**src/rtl/cvita_hdr_framer_pkg.sv**
```systemverilog
// ----------------------------------------------------------------------------
// cvita_hdr_framer_pkg : shared types, CVITA header field layout and helpers
// Rev 1.0 : initial release
// ----------------------------------------------------------------------------
`default_nettype none

package cvita_hdr_framer_pkg;

    typedef enum logic [1:0] {
        ST_HDR  = 2'd0,
        ST_TIME = 2'd1,
        ST_BODY = 2'd2
    } state_t;

    localparam int HDR_TYPE_LSB     = 62;
    localparam int HDR_HAS_TIME_BIT = 61;
    localparam int HDR_EOB_BIT      = 60;
    localparam int HDR_SEQ_LSB      = 48;
    localparam int HDR_LEN_LSB      = 32;
    localparam int HDR_SRC_LSB      = 16;
    localparam int HDR_DST_LSB      = 0;

    localparam int CVITA_HDR_BYTES  = 8;
    localparam int CVITA_TIME_BYTES = 8;

    localparam logic [1:0] PKT_TYPE_DATA = 2'd0;
    localparam logic [1:0] PKT_TYPE_FC   = 2'd1;
    localparam logic [1:0] PKT_TYPE_CMD  = 2'd2;
    localparam logic [1:0] PKT_TYPE_RESP = 2'd3;

    // Length field counts header (+ timestamp) bytes; wraps modulo 2^16.
    function automatic logic [15:0] pkt_length(input logic [15:0] payload_bytes,
                                               input logic        time_flag);
        return payload_bytes + (time_flag ? 16'(CVITA_HDR_BYTES + CVITA_TIME_BYTES)
                                          : 16'(CVITA_HDR_BYTES));
    endfunction

    function automatic logic [63:0] make_header(input logic [1:0]  ptype,
                                                input logic        time_flag,
                                                input logic        eob_flag,
                                                input logic [11:0] seq,
                                                input logic [15:0] len,
                                                input logic [15:0] src,
                                                input logic [15:0] dst);
        logic [63:0] hdr;
        hdr                    = '0;
        hdr[HDR_TYPE_LSB +: 2] = ptype;
        hdr[HDR_HAS_TIME_BIT]  = time_flag;
        hdr[HDR_EOB_BIT]       = eob_flag;
        hdr[HDR_SEQ_LSB +: 12] = seq;
        hdr[HDR_LEN_LSB +: 16] = len;
        hdr[HDR_SRC_LSB +: 16] = src;
        hdr[HDR_DST_LSB +: 16] = dst;
        return hdr;
    endfunction

endpackage

`default_nettype wire

```
**src/rtl/cvita_hdr_framer_if.sv**
```systemverilog
// ----------------------------------------------------------------------------
// cvita_hdr_framer_if : AXI-stream bundle (tdata/tlast/tvalid/tready)
// Rev 1.0 : initial release
// ----------------------------------------------------------------------------
`default_nettype none

interface cvita_hdr_framer_if #(
    parameter int DATA_W = 64
) ();
    logic [DATA_W-1:0] tdata;
    logic              tlast;
    logic              tvalid;
    logic              tready;

    modport master (output tdata, output tlast, output tvalid, input  tready);
    modport slave  (input  tdata, input  tlast, input  tvalid, output tready);
endinterface

`default_nettype wire

```
**src/rtl/axi_fifo_flop2.sv**
```systemverilog
// ----------------------------------------------------------------------------
// axi_fifo_flop2 : two-entry skid register; registered tready, full throughput
// Rev 1.0 : initial release
// ----------------------------------------------------------------------------
`default_nettype none

module axi_fifo_flop2 #(
    parameter int WIDTH = 65
) (
    input  wire logic             clk,
    input  wire logic             reset,
    input  wire logic             clear,
    input  wire logic [WIDTH-1:0] i_tdata,
    input  wire logic             i_tvalid,
    output logic                  i_tready,
    output logic      [WIDTH-1:0] o_tdata,
    output logic                  o_tvalid,
    input  wire logic             o_tready
);

    logic [WIDTH-1:0] data0;
    logic [WIDTH-1:0] data1;
    logic             valid0;
    logic             valid1;

    assign i_tready = ~valid1;
    assign o_tdata  = data0;
    assign o_tvalid = valid0;

    // data0 is the presented slot; data1 only fills when data0 is stalled.
    always_ff @(posedge clk) begin
        if (reset | clear) begin
            data0  <= '0;
            data1  <= '0;
            valid0 <= 1'b0;
            valid1 <= 1'b0;
        end else if (valid1) begin
            if (o_tready) begin
                data0  <= data1;
                valid1 <= 1'b0;
            end
        end else if (i_tvalid) begin
            if (!valid0 || o_tready) begin
                data0  <= i_tdata;
                valid0 <= 1'b1;
            end else begin
                data1  <= i_tdata;
                valid1 <= 1'b1;
            end
        end else if (o_tready) begin
            valid0 <= 1'b0;
        end
    end

endmodule

`default_nettype wire

```
**src/rtl/cvita_hdr_framer.sv**
```systemverilog
// ----------------------------------------------------------------------------
// cvita_hdr_framer : prepends CVITA header (and optional timestamp) to payload
// Rev 1.0 : initial release
// ----------------------------------------------------------------------------
`default_nettype none

module cvita_hdr_framer
    import cvita_hdr_framer_pkg::*;
#(
    parameter int REGISTER      = 1,
    parameter int USE_SEQNUM_IN = 0
) (
    input  wire logic        clk,
    input  wire logic        reset,
    input  wire logic        clear,
    input  wire logic [1:0]  pkt_type,
    input  wire logic        eob,
    input  wire logic        has_time,
    input  wire logic [11:0] seqnum,
    input  wire logic [15:0] payload_length,
    input  wire logic [15:0] src_sid,
    input  wire logic [15:0] dst_sid,
    input  wire logic [63:0] vita_time,
    cvita_hdr_framer_if.slave  payload,
    cvita_hdr_framer_if.master framed,
    output logic             hdr_stb
);

    logic        rst_any;
    state_t      state;
    logic [63:0] time_reg;
    logic [11:0] seq_used;
    logic [63:0] header;

    logic [63:0] int_tdata;
    logic        int_tlast;
    logic        int_tvalid;
    logic        int_tready;
    logic        body_last_hs;

    assign rst_any      = reset | clear;
    assign header       = make_header(pkt_type, has_time, eob, seq_used,
                                      pkt_length(payload_length, has_time),
                                      src_sid, dst_sid);
    assign hdr_stb      = (state == ST_HDR) & int_tvalid & int_tready;
    assign body_last_hs = (state == ST_BODY) & int_tvalid & int_tready & int_tlast;

    // Internal stream is gated during reset so the combinational variant
    // also shows an idle, all-zero output while reset/clear is high.
    always_comb begin
        int_tvalid     = 1'b0;
        int_tlast      = 1'b0;
        int_tdata      = '0;
        payload.tready = 1'b0;
        if (!rst_any) begin
            case (state)
                ST_HDR: begin
                    int_tvalid = payload.tvalid;
                    int_tdata  = header;
                end
                ST_TIME: begin
                    int_tvalid = 1'b1;
                    int_tdata  = time_reg;
                end
                ST_BODY: begin
                    int_tvalid     = payload.tvalid;
                    int_tlast      = payload.tlast;
                    int_tdata      = payload.tdata;
                    payload.tready = int_tready;
                end
                default: ;
            endcase
        end
    end

    always_ff @(posedge clk) begin
        if (rst_any) begin
            state    <= ST_HDR;
            time_reg <= '0;
        end else begin
            case (state)
                ST_HDR: begin
                    if (int_tvalid && int_tready) begin
                        time_reg <= vita_time;
                        state    <= has_time ? ST_TIME : ST_BODY;
                    end
                end
                ST_TIME: begin
                    if (int_tready) begin
                        state <= ST_BODY;
                    end
                end
                ST_BODY: begin
                    if (body_last_hs) begin
                        state <= ST_HDR;
                    end
                end
                default: state <= ST_HDR;
            endcase
        end
    end

    generate
        if (USE_SEQNUM_IN != 0) begin : g_seq_in
            logic unused_last_hs;
            assign unused_last_hs = body_last_hs;
            assign seq_used       = seqnum;
        end else begin : g_seq_cnt
            logic [11:0] seq_cnt;
            logic        unused_seqnum;
            assign unused_seqnum = ^seqnum;
            assign seq_used      = seq_cnt;

            always_ff @(posedge clk) begin
                if (rst_any) begin
                    seq_cnt <= '0;
                end else if (body_last_hs) begin
                    seq_cnt <= seq_cnt + 12'd1;
                end
            end
        end
    endgenerate

    generate
        if (REGISTER != 0) begin : g_out_reg
            logic [64:0] flop_out;

            axi_fifo_flop2 #(
                .WIDTH (65)
            ) u_out_flop (
                .clk      (clk),
                .reset    (reset),
                .clear    (clear),
                .i_tdata  ({int_tlast, int_tdata}),
                .i_tvalid (int_tvalid),
                .i_tready (int_tready),
                .o_tdata  (flop_out),
                .o_tvalid (framed.tvalid),
                .o_tready (framed.tready)
            );

            assign framed.tlast = flop_out[64];
            assign framed.tdata = flop_out[63:0];
        end else begin : g_out_comb
            assign framed.tdata  = int_tdata;
            assign framed.tlast  = int_tlast;
            assign framed.tvalid = int_tvalid;
            assign int_tready    = framed.tready;
        end
    endgenerate

endmodule

`default_nettype wire

```
**src/flat_wrapper.sv**
```systemverilog
// flat-port wrapper written by rule: the top's interface ports become plain ports
module cvita_hdr_framer_flat import cvita_hdr_framer_pkg::*;
#(
    parameter int REGISTER      = 1,
    parameter int USE_SEQNUM_IN = 0
)
  (clk, reset, clear, pkt_type, eob, has_time, seqnum, payload_length, src_sid, dst_sid, vita_time, hdr_stb, payload_tdata, payload_tlast, payload_tvalid, payload_tready, framed_tdata, framed_tlast, framed_tvalid, framed_tready);
  cvita_hdr_framer_if payload_i ();
  cvita_hdr_framer_if framed_i ();
  input  wire logic clk;
  input  wire logic reset;
  input  wire logic clear;
  input  wire logic [1:0] pkt_type;
  input  wire logic eob;
  input  wire logic has_time;
  input  wire logic [11:0] seqnum;
  input  wire logic [15:0] payload_length;
  input  wire logic [15:0] src_sid;
  input  wire logic [15:0] dst_sid;
  input  wire logic [63:0] vita_time;
  output logic hdr_stb;
  input wire logic [$bits(payload_i.tdata)-1:0] payload_tdata;
  input wire logic [$bits(payload_i.tlast)-1:0] payload_tlast;
  input wire logic [$bits(payload_i.tvalid)-1:0] payload_tvalid;
  output wire logic [$bits(payload_i.tready)-1:0] payload_tready;
  output wire logic [$bits(framed_i.tdata)-1:0] framed_tdata;
  output wire logic [$bits(framed_i.tlast)-1:0] framed_tlast;
  output wire logic [$bits(framed_i.tvalid)-1:0] framed_tvalid;
  input wire logic [$bits(framed_i.tready)-1:0] framed_tready;
  assign payload_i.tdata = payload_tdata;
  assign payload_i.tlast = payload_tlast;
  assign payload_i.tvalid = payload_tvalid;
  assign payload_tready = payload_i.tready;
  assign framed_tdata = framed_i.tdata;
  assign framed_tlast = framed_i.tlast;
  assign framed_tvalid = framed_i.tvalid;
  assign framed_i.tready = framed_tready;
  cvita_hdr_framer #(.REGISTER(REGISTER), .USE_SEQNUM_IN(USE_SEQNUM_IN)) u_core (.clk(clk), .reset(reset), .clear(clear), .pkt_type(pkt_type), .eob(eob), .has_time(has_time), .seqnum(seqnum), .payload_length(payload_length), .src_sid(src_sid), .dst_sid(dst_sid), .vita_time(vita_time), .payload(payload_i), .framed(framed_i), .hdr_stb(hdr_stb));
endmodule
```
**config.mk**
```make
export PLATFORM = sky130hd
export DESIGN_NAME = cvita_hdr_framer_flat
export DESIGN_NICKNAME = d
export VERILOG_FILES = /design/src/rtl/cvita_hdr_framer_pkg.sv /design/src/rtl/cvita_hdr_framer_if.sv /design/src/rtl/axi_fifo_flop2.sv /design/src/rtl/cvita_hdr_framer.sv /design/src/flat_wrapper.sv
export SDC_FILE = /design/constraint.sdc
export NUM_CORES = 1
export LEC_CHECK = 0
export ABC_CLOCK_PERIOD_IN_PS = 2900
export BUFFER_PORTS_ARGS = -buffer_cell sky130_fd_sc_hd__buf_2
export CAP_MARGIN = 20
export CORE_ASPECT_RATIO = 0.5
export CORE_MARGIN = 1.5
export CORE_UTILIZATION = 55
export CTS_BUF_LIST = sky130_fd_sc_hd__clkbuf_8
export DETAILED_ROUTE_END_ITERATION = 8
export PLACE_DENSITY_LB_ADDON = 0.1
export SETUP_SLACK_MARGIN = 0.2
export SYNTH_ARGS = -nofsm -noshare
export SYNTH_HDL_FRONTEND = slang
export SYNTH_HIERARCHICAL = 1
export SYNTH_SLANG_ARGS = --single-unit
```
**constraint.sdc**
```tcl
create_clock -name clk -period 2.9 [get_ports clk]
set_clock_uncertainty 0.05 [all_clocks]
set_input_delay 0.58 -clock clk [delete_from_list [all_inputs] [get_ports clk]]
set_output_delay 0.58 -clock clk [all_outputs]
set_load 0.01 [all_outputs]
```
* After elaboration in Yosys (flattened, before gate mapping)
Cells that the tools add are included.
Word-level totals: register bits after elaboration 210, output and inout port bits 68, logic and storage cells 61
Cells by class: $add $sub $neg 2, equal/unequal tests 7, muxes and demuxes 24, bitwise operators 8, reductions and logical operators 13
Operators with widths (count):
- $mux 65 | 4
- $pmux 64 s3 | 1
- $add 16x16->16 | 1
- $add 12x1->12 const B | 1
- $mux 1 | 12
- $reduce_and 3->1 | 4
- $mux 2 | 4
- $ne 2x2->1 const B | 4
- $pmux 2 s3 | 1
- $reduce_bool 2->1 | 3
- $and 1x1->1 | 5
- $mux 5 | 1
- $eq 2x1->1 const B | 1
- $eq 2x2->1 const B | 1
- $logic_not 2->1 | 1
- $ne 2x1->1 const B | 1
- $not 1->1 | 2
- $pmux 1 s2 | 1
- $reduce_and 2->1 | 1
- $reduce_or 2->1 | 1
- $logic_and 1x1->1 | 1
- $logic_not 1->1 | 1
- $logic_or 1x1->1 | 1
- $or 1x1->1 | 1

* Depth between registers and ports, before layout
Gate-level depths: netlist of run 1.
depth in word-level cells 9, mapped depth 10, mapped depth without buffers 9

* Modules after synthesis
Netlist of run 1, hierarchy kept.
Modules (own cells, without submodules):
- axi_fifo_flop2 | instances 1, cells each 593, area each 5560.3 um2, seq. area each 2642.5 um2
- cvita_hdr_framer | instances 1, cells each 673, area each 4658.2 um2, seq. area each 1561.5 um2

* Worst setup path after synthesis of run 1
OpenSTA, ideal clock, no wires.
path type input port to flip-flop, start point input port clear, end point register u_core.g_out_reg.u_out_flop.data0[0] (netlist: u_core/g_out_reg.u_out_flop/o_tdata[0]), library setup time 0.146 ns, arrival time 2.290 ns, data required time 2.704 ns, setup slack 0.414 ns, cell stages on the path 10, path buffers 5, cells stage by stage or2_2 > clkbuf_1 > clkbuf_1 > clkbuf_1 > nor2_1 > or2_1 > buf_2 > buf_2 > a21oi_1 > a211oi_2
On the way: word-level cells in the longest chain between the ends 4
RTL lines:
- start: declaration | RTL line flat_wrapper.sv:12 | input wire logic clear;
- $or 1x1->1 | RTL line cvita_hdr_framer.sv:41 | assign rst_any = reset | clear;
- $mux 1 | RTL line cvita_hdr_framer.sv:55 | if (!rst_any) begin
- named net u_core.int_tvalid | RTL line cvita_hdr_framer.sv:37 | logic int_tvalid;
- $reduce_bool 2->1 (no line)
- $reduce_and 3->1 (no line)
- end signal: assignment | RTL line axi_fifo_flop2.sv:39 | data0 <= data1;
- end signal: assignment | RTL line axi_fifo_flop2.sv:44 | data0 <= i_tdata;
- end: declaration | RTL line axi_fifo_flop2.sv:21 | logic [WIDTH-1:0] data0;
The timed path passes the listed nets, and every way through them passes these cells. A chain may end at the register's enable or synchronous reset.

* Final worst setup path of run 1
start point register u_core.state[1], end point output port hdr_stb
On the way: word-level cells in the longest chain between the ends 6
RTL lines:
- start: declaration | RTL line cvita_hdr_framer.sv:30 | state_t state;
- start signal: assignment | RTL line cvita_hdr_framer.sv:85 | state <= has_time ? ST_TIME : ST_BODY;
- $eq 2x2->1 or $logic_not 2->1 (tied branches) | RTL line cvita_hdr_framer.sv:56, cvita_hdr_framer.sv:45
- $reduce_or 2->1 (no line)
- $pmux 1 s2 | RTL line cvita_hdr_framer.sv:56 | case (state)
- $mux 1 | RTL line cvita_hdr_framer.sv:55
- $and 1x1->1 (*) (2 in a row) | RTL line cvita_hdr_framer.sv:45 | assign hdr_stb = (state == ST_HDR) & int_tvalid & int_tready;
- end: declaration | RTL line flat_wrapper.sv:21 | output logic hdr_stb;
Every way passes the cells marked *; elsewhere a longest branch is shown, timed or not.

==> out/metrics.csv, run 1 <==
metric,value,unit
fp.dieH,99.4,um
crit_fanout,19,
finalSetupViolCount,0,
layout.nets,1672,
clk_latency,0.56,ns
grt_max_degree,141,
critical_path_class,flip-flop to primary output,
gp_congestion,0.880,
cts_buffer_depth,3,
clkSinkCount,210,
synthArstFlopShare,0,%
period_share,89.7,%
num_vias,9915,
power.density,484,mW/mm2
row_count,34,
drtAntennaViolNets,0,
cp_cell_sequence,buf_6 -> nor4_4 -> nand3_2 -> inv_2 -> buf_2,
p_leak,4.37,nW
rsz0062_at_grt,no,
yosysSeqAreaShare,41.1,%
floorplan.initialDensity,57.5,%
drive_gt1_share,25.9,%
die_area,0.0195,mm2
peakVddDrop,0.300,mV
drc,0,
drtPass1Iterations,6,
drt-initial-drc-count,562,
worst_pin_slew,0.958,ns
slew_headroom,35.9,%
wl_met3,2550,um
die_w,196,um
first_global_vias,9458,
slowest_delay,0.42,ns
cpMaxStageDelayCell,dfxtp_4,
synth_cells,1266,
status,"finished, final reports clean",
io_buffer_count,253,
hold_violations,0,
synth_edf_count,0,
numCtsBuffers,30,
drt-met1-wl,13400,um
routed_wl,30100,um
dp_hpwl,19700,um
antenna_found_initial,5,
holdBufCountCts,0,
final_area,0.0122,mm2
pin_count,266,
syn_area_per_cell,8.07,um2
maxCapViolCount,0,
fmax,384,MHz
cts_tree,built,
fill_cells,1517,
cts.clk_slew.worst_paths,0.07,ns
wl_per_cell,17.4,um
via_per_inst,5.74,
wl_met2,13600,um
layout_min_cycle_time,2.60,ns
overflow,0,
grt_pass1_wl,47600,um
ys_types,46,
cts_root_buf,clkbuf_8,
required,2.27,ns
synth_seq_cells,210,
syn_nets,1468,
hold_path_class,input pin to flip-flop,
area_growth,19.9,%
dpl-instance-area,0.0116,mm2
worstSetupStartpointType,flip-flop,
highest_layer,met5,
tns,0,ns
yosys_warnings,6,
grt_use_total,30.2,%
netlist_area,0.0102,mm2
synth_ff_type,dfxtp_1,
cts_max_level,1,
report.final.slew_viol_count,0,
cp-end-kind,primary output,
cp_data_arrival_time,1.97,ns
core,0.0178,mm2
==> what timing repair did <==
action                                  4_1_cts  5_1_grt
gates resized for setup                       2        3
endpoints found under the setup margin        2        2
setup buffers                                 0        1
pin swaps                                     0        1
==> Yosys cell counts, types with 2 or more instances <==
master | number | area, um2
nor4b_1 | 2 | 17.5
a22oi_1 | 8 | 60.1
nor2_1 | 119 | 447
nor4_1 | 4 | 25.0
clkbuf_1 | 50 | 188
a21o_1 | 3 | 22.5
a211oi_2 | 50 | 626
or2_2 | 2 | 12.5
nand3_1 | 17 | 85.1
buf_6 | 7 | 78.8
ha_1 | 3 | 37.5
o22ai_1 | 7 | 43.8
and4_1 | 2 | 17.5
a21oi_1 | 258 | 1290
o21ai_0 | 7 | 35.0
xor2_1 | 5 | 43.8
nand2b_1 | 2 | 12.5
inv_1 | 7 | 26.3
nand4_1 | 12 | 75.1
buf_2 | 41 | 205
o21a_1 | 2 | 15.0
mux2i_1 | 119 | 1190
a211oi_1 | 15 | 113
and2_1 | 4 | 25.0
buf_1 | 8 | 30.0
dfxtp_1 | 210 | 4200
nor3_1 | 4 | 20.0
nand2_1 | 267 | 1000
and3_1 | 2 | 12.5
or3_1 | 2 | 12.5
xnor2_1 | 11 | 96.3
buf_4 | 2 | 15.0
==> cell usage in the layout, fill, tap and decap left out, types with 3 or more instances in the layout <==
cell type	netlist	final
nand4_1	12	12
o22ai_1	7	7
mux2i_1	119	119
a211oi_2	50	50
nor4_1	4	3
a21o_1	3	3
nand2_1	267	267
nor3_1	4	4
nand3_1	17	16
ha_1	3	3
xnor2_1	11	11
clkbuf_8	0	40
a211oi_1	15	15
diode_2	0	3
inv_1	7	17
o21ai_0	7	7
buf_12	0	8
xor2_1	5	5
nor2_1	119	119
and2_1	4	3
dfxtp_1	210	207
buf_2	41	253
buf_4	2	17
a21oi_1	258	258
a22oi_1	8	8
dfxtp_4	0	3
==> metrics by stage <==
stage	setup slack [ns]	hold slack [ns]	total power, mW	util [%]	cells
6_report	0.299	0.198	5.93	68.9	1727
5_1_grt	0.233	0.181	6.16	68.9	1726
4_1_cts	0.175	0.176	5.96	68.6	1723
3_5_place_dp	0.172	0.396	3.66	65.3	1671
3_3_place_gp	0.251	0.391	3.64	65.3	1671
2_1_floorplan	0.414	0.381	3.38	-	1266
==> cell families (layout without fill, tap and decap cells) <==
| kind of cell | after synthesis | count (layout) | synth area share [%] |
|---|---|---|---|
| and+or+nand+nor | 447 | 447 | 18.0 |
| AOI/OAI and AO/OA | 354 | 354 | 21.9 |
| DFF | 210 | 210 | 41.1 |
| muxes | 119 | 119 | 11.7 |
| buffers and inverters | 116 | 340 | 5.35 |
| xor gates and xnor gates | 16 | 16 | 1.37 |
| adders and majority gates | 4 | 4 | 0.563 |
| other | 0 | 3 | 0 |
==> final cells by class <==
class / count / area [um2] / area share [%]
sequential: 210 / 4220 / 34.4
timing repair buffer: 280 / 1580 / 12.9
clock buffer: 39 / 537 / 4.38
antenna: 3 / 7.51 / 0.0613
multi-input combinational: 940 / 5540 / 45.2
tap: 234 / 293 / 2.39
clock inverter: 13 / 51.3 / 0.419
inverter: 8 / 30.0 / 0.245
==> worst paths after layout <==
kind / startpoint / end / slack, ns / cells past startpoint
worst max-delay path: u_core/state[1] / hdr_stb / 0.30 / 5
worst min-delay path: vita_time[41] / u_core/time_reg[41] / 0.20 / 3
worst max register to register: u_core/state[0] / u_core/g_out_reg.u_out_flop/o_tdata[13] / 0.37 / 9
worst min register to register: u_core/g_out_reg.u_out_flop/data1[42] / u_core/g_out_reg.u_out_flop/data1[42] / 0.40 / 2
==> worst max-delay path, delay by kind of cell, from the launching register on <==
family                 cells  cell delay (ns)
buffers and inverters      3             0.49
and+or+nand+nor            2             0.49
DFF                        1             0.42
==> power breakdown <==
part | leakage, nW | total (mW) | internal (mW) | switching, mW
registers | 1.70 | 2.94 | 2.92 | 0.0266
logic | 2.32 | 0.664 | 0.268 | 0.396
clock network | 0.347 | 2.32 | 1.19 | 1.13
total | 4.37 | 5.93 | 4.38 | 1.55
==> layer usage <==
| metal | vias up | track usage [%] |
|---|---|---|
| li1 | 4781 | - |
| met2 | 402 | 50.2 |
| met3 | 51 | 5.80 |
| met5 | - | 0 |
| met1 | 4677 | 40.8 |
| met4 | 4 | 7.34 |
No activity file was read; power rests on OpenSTA's default activity.
==> inputs of run 2 (changes only) <==
--- a/config.mk
+++ b/config.mk
@@ -9,7 +9,7 @@
 export BUFFER_PORTS_ARGS = -buffer_cell sky130_fd_sc_hd__buf_2
 export CAP_MARGIN = 20
 export CORE_ASPECT_RATIO = 0.5
-export CORE_MARGIN = 1.5
+export CORE_MARGIN = 5
 export CORE_UTILIZATION = 55
 export CTS_BUF_LIST = sky130_fd_sc_hd__clkbuf_8
 export DETAILED_ROUTE_END_ITERATION = 8
==> out/metrics.csv, run 2 (synthesis gave the netlist of run 1 again) <==
metric,value,unit,change
cp_data_arrival_time,2.00,ns,+0.03 ns
timing.final.ws_setup,0.268,ns,-0.0308 ns
drtPass1Iterations,5,,-1
gp_congestion,0.851,,-3.4%
hold_path_class,input pin to flip-flop,,
power.net_switching,1.59,mW,+2.2%
numCtsBuffers,31,,+3.3%
routed_wl,30800,um,+2.4%
mostFrequentLayoutCell,nand2_1,,
die_area,0.0216,mm2,+11%
drt-met1-wl,13500,um,+0.29%
multiInputGateArea,0.00553,mm2,-0.11%
clkSinkCount,210,,unchanged
grt_pass1_wl,48900,um,+2.7%
grt_use_total,27.2,%,-2.9 points
overflow,0,,unchanged
dp_hpwl,20500,um,+3.8%
drive_gt1_share,26.6,%,+0.65 points
tns,0,ns,unchanged
wl_per_cell,17.7,um,+1.7%
cts_max_level,1,,unchanged
dpl_worst_slack,0.284,ns,+0.112 ns
critical_path_class,flip-flop to primary output,,
regArea,0.00422,mm2,unchanged
num_vias,9813,,-1.0%
wl_met2,14500,um,+6.6%
maxCapViolCount,0,,unchanged
first_global_vias,9590,,+1.4%
switching_share,26.2,%,-0.048 points
status,"finished, final reports clean",,
pin_count,266,,unchanged
cts_buffer_depth,3,,unchanged
worst_pin_slew,0.761,ns,-0.197 ns
worstSetupStartpointType,flip-flop,,
cp-end-kind,primary output,,
finalSetupViolCount,0,,unchanged
layout.nets,1674,,+0.12%
peakVddDrop,0.541,mV,+80%
via_per_inst,5.64,,-1.8%
power.density,493,mW/mm2,+1.9%
rsz0062_at_grt,yes,,
crit_fanout,18,,-1
p_comb_share,10.9,%,-0.3 points
period_share,90.7,%,+1.1 points
highest_layer,met4,,
fp.dieH,106,um,+7.0%
slew_headroom,49.2,%,+13 points
grt_max_degree,141,,unchanged
required,2.27,ns,about the same
drtAntennaViolNets,0,,unchanged
cts_tree,built,,
power.share.sequential,48.4,%,-1.2 points
clk_latency,0.57,ns,about the same
drt-initial-drc-count,567,,+0.89%
holdBufCountCts,0,,unchanged
core,0.0183,mm2,+2.9%
report.final.slew_viol_count,0,,unchanged
cts_root_buf,clkbuf_8,,
cts.clk_slew.worst_paths,0.07,ns,about the same
row_count,35,,+2.9%
final_cell_mix,"nand2_1, a21oi_1, buf_2",,
fmax,380,MHz,-1.2%
floorplan.initialDensity,55.8,%,-1.6 points
io_buffer_count,253,,unchanged
wl_met3,2280,um,-11%
intPower,4.48,mW,+2.5%
layout_min_cycle_time,2.63,ns,+0.0308 ns
antenna_found_initial,5,,unchanged
die_w,203,um,+3.6%
p_leak,4.39,nW,+0.47%
fill_cells,1594,,+5.1%
area_growth,20.5,%,
hold_violations,0,,unchanged
p_clk_share,40.7,%,+1.5 points
drc,0,,unchanged
==> run 2: worst paths after layout <==
kind                                        start                                       to  slack, ns  cells after the start
max                               u_core/state[1]                           payload_tready       0.27                      4
min                                 vita_time[22]                      u_core/time_reg[22]       0.18                      3
max reg2reg                       u_core/state[0]  u_core/g_out_reg.u_out_flop/o_tdata[24]       0.60                      8
min reg2reg  u_core/g_out_reg.u_out_flop/data1[4]     u_core/g_out_reg.u_out_flop/data1[4]       0.40                      2
==> run 2: layer usage <==
metal | vias up | track usage [%]
li1 | 4784 | -
met1 | 4614 | 36.2
met2 | 364 | 46.2
met3 | 51 | 5.33
met4 | 0 | 6.29
met5 | - | 0
==> run 2: worst max-delay path: stages, from the launching register on <==
cell and delay, ns:
dfxtp_4 0.51, buf_4 0.29, nor4b_4 0.32, and2_1 0.19
buf_2 0.13
==> run 2: layout make-up <==
cell class	count	area share [%]
multi-input cells	940	44.9
flip-flops and latches	210	34.2
repair buffers	281	12.9
clock buffers	39	4.36
well taps	240	2.44
clock inverters	17	0.833
inverters	8	0.244
diodes	5	0.102
==> run 2: power by group through the flow <==
stage	logic, mW	registers (mW)	clock network, mW
2_1_floorplan	0.374	3.01	0
3_3_place_gp	0.635	3.01	0
3_5_place_dp	0.650	3.01	0
4_1_cts	0.654	2.94	2.54
5_1_grt	0.724	2.94	2.68
6_report	0.662	2.94	2.47
==> run 2: what timing repair did <==
item / in CTS / in global routing
endpoints found under the setup margin: 2 / 60
resized for setup: 3 / 2
buffers inserted: 0 / 2
==> run 2: through the flow <==
step	cell area, um2	hold WS [ns]	instances	utilization, %	power (mW)
2_1_floorplan	10200	0.381	1266	-	3.38
3_3_place_gp	11600	0.391	1676	63.4	3.64
3_5_place_dp	11600	0.396	1677	63.5	3.66
4_1_cts	12300	0.146	1733	67.1	6.13
5_1_grt	12300	0.150	1740	67.3	6.34
6_report	12300	0.184	1740	67.3	6.07
==> inputs of run 3 (changes only) <==
--- a/config.mk
+++ b/config.mk
@@ -8,12 +8,14 @@
 export ABC_CLOCK_PERIOD_IN_PS = 2900
 export BUFFER_PORTS_ARGS = -buffer_cell sky130_fd_sc_hd__buf_2
 export CAP_MARGIN = 20
+export CELL_PAD_IN_SITES_DETAIL_PLACEMENT = 1
+export CELL_PAD_IN_SITES_GLOBAL_PLACEMENT = 1
 export CORE_ASPECT_RATIO = 0.5
 export CORE_MARGIN = 5
-export CORE_UTILIZATION = 55
+export CORE_UTILIZATION = 40
 export CTS_BUF_LIST = sky130_fd_sc_hd__clkbuf_8
 export DETAILED_ROUTE_END_ITERATION = 8
-export PLACE_DENSITY_LB_ADDON = 0.1
+export PLACE_DENSITY_LB_ADDON = 0.05
 export SETUP_SLACK_MARGIN = 0.2
 export SYNTH_ARGS = -nofsm -noshare
 export SYNTH_HDL_FRONTEND = slang
==> out/metrics.csv, run 3 (synthesis gave the netlist of run 1 again) <==
metric,value,unit,change
slowest_delay,0.44,ns,-0.07 ns
drive_gt1_share,26.3,%,-0.27 points
numCtsBuffers,34,,+9.7%
row_count,41,,+17%
final_cell_mix,"nand2_1, a21oi_1, buf_2",,
crit_family,simple AND/OR/NAND/NOR gates,,
period_share,87.5,%,-3.2 points
worst_pin_slew,1.06,ns,+0.299 ns
dp_hpwl,24600,um,+20%
area_growth,22.1,%,
utilization,49.5,%,-18 points
path_buf_inv,2,,unchanged
cts_buffer_depth,3,,unchanged
num_vias,9914,,+1.0%
finalSetupViolCount,0,,unchanged
critical_path_class,flip-flop to primary output,,
layout.nets,1677,,+0.18%
cp-end-kind,primary output,,
hold_path_class,input pin to flip-flop,,
first_global_vias,10505,,+9.5%
clkSinkCount,210,,unchanged
report.final.slew_viol_count,0,,unchanged
via_per_inst,5.37,,-4.7%
rsz0062_at_grt,no,,
cpMaxStageDelayCell,dfxtp_2,,
layout_min_cycle_time,2.54,ns,-0.0932 ns
cts.clk_slew.worst_paths,0.07,ns,about the same
hold_violations,0,,unchanged
maxCapViolCount,0,,unchanged
floorplan.initialDensity,40.6,%,-15 points
cp-startpoint,u_core/state[1],,
clk_latency,0.53,ns,-0.04 ns
tns,0,ns,unchanged
whs,0.230,ns,+0.0459 ns
cp_cell_sequence,nor4_2 -> nand3_2 -> inv_4 -> buf_2,,
cp_data_arrival_time,1.91,ns,-0.09 ns
io_buffer_count,253,,unchanged
cts_max_level,2,,+1
fmax,394,MHz,+3.7%
power.density,500,mW/mm2,+1.4%
cts_tree,built,,
drtPass1Iterations,5,,unchanged
hold_start,vita_time[34],,
cts_root_buf,clkbuf_8,,
crit_fanout,17,,-1
antenna_found_initial,2,,-3
drc,0,,unchanged
r2r_start,u_core/state[0],,
worstSetupStartpointType,flip-flop,,
fp.dieH,123,um,+16%
drtAntennaViolNets,0,,unchanged
overflow,0,,unchanged
fin_cells,1845,,+6.0%
gp_congestion,0.826,,-2.9%
p_leak,4.42,nW,+0.76%
slew_headroom,29.3,%,-20 points
grt_use_total,23.7,%,-3.5 points
peakVddDrop,0.290,mV,-46%
drt-initial-drc-count,438,,-23%
routed_wl,35900,um,+16%
die_area,0.0290,mm2,+35%
fill_cells,3104,,+95%
mostFrequentLayoutCell,nand2_1,,
die_w,236,um,+16%
grt_max_degree,109,,-23%
pin_count,266,,unchanged
placedCellCount,1783,,+6.3%
grt_pass1_wl,55700,um,+14%
core,0.0252,mm2,+38%
holdBufCountCts,0,,unchanged
wl_per_cell,19.4,um,+9.8%
required,2.27,ns,about the same
status,"finished, final reports clean",,
==> run 3: cell type report <==
type | instances | area [um2] | share of cell area [%]
repair buffers | 281 | 1590 | 12.7
clock buffers | 45 | 619 | 4.96
multi-input cells | 940 | 5530 | 44.3
diodes | 2 | 5.00 | 0.0401
well taps | 344 | 430 | 3.45
inverters | 8 | 32.5 | 0.261
clock inverters | 15 | 60.1 | 0.481
flip-flops and latches | 210 | 4210 | 33.8
==> run 3: per-stage QoR <==
step / power, mW / setup WS [ns] / instance area [um2]
2_1_floorplan: 3.38 / 0.414 / 10200
3_3_place_gp: 3.67 / 0.170 / 11800
3_5_place_dp: 3.69 / 0.157 / 11800
4_1_cts: 6.33 / 0.234 / 12500
5_1_grt: 6.55 / 0.243 / 12500
6_report: 6.24 / 0.362 / 12500
==> run 3: metal layers <==
layer,routed length [um],vias to the layer above,global-route usage [%]
li1,-,4799,-
met1,15300,4868,28.9
met2,18200,189,43.1
met3,1510,58,4.44
met4,890,0,7.61
met5,0,-,0
==> run 3: timing repair <==
action                     in CTS  in global routing
gates cloned                    0                  0
setup endpoints to repair       1                  2
setup buffers                   0                  0
gates resized for setup         1                  2
==> run 3: where the power goes <==
group	switching, mW	internal, mW
combinational	0.416	0.268
sequential	0.0225	2.92
clock	1.23	1.38
==> run 3: path summary, 6_finish.rpt <==
path	endpoint	slack [ns]	cells after the start
max reg2reg	u_core/g_out_reg.u_out_flop/data1[30]	0.56	8
min	u_core/time_reg[34]	0.23	3
min reg2reg	u_core/time_reg[44]	0.41	2
max	hdr_stb	0.36	4
==> run 3: worst register-to-register path, stage by stage (launching register included) <==
cell      delay, ns
dfxtp_4        0.37
inv_1          0.14
nor2_1         0.19
a21oi_1        0.06
nor2_1         0.33
and4bb_2       0.57
buf_12         0.25
nand2_1        0.10
a21oi_1        0.19
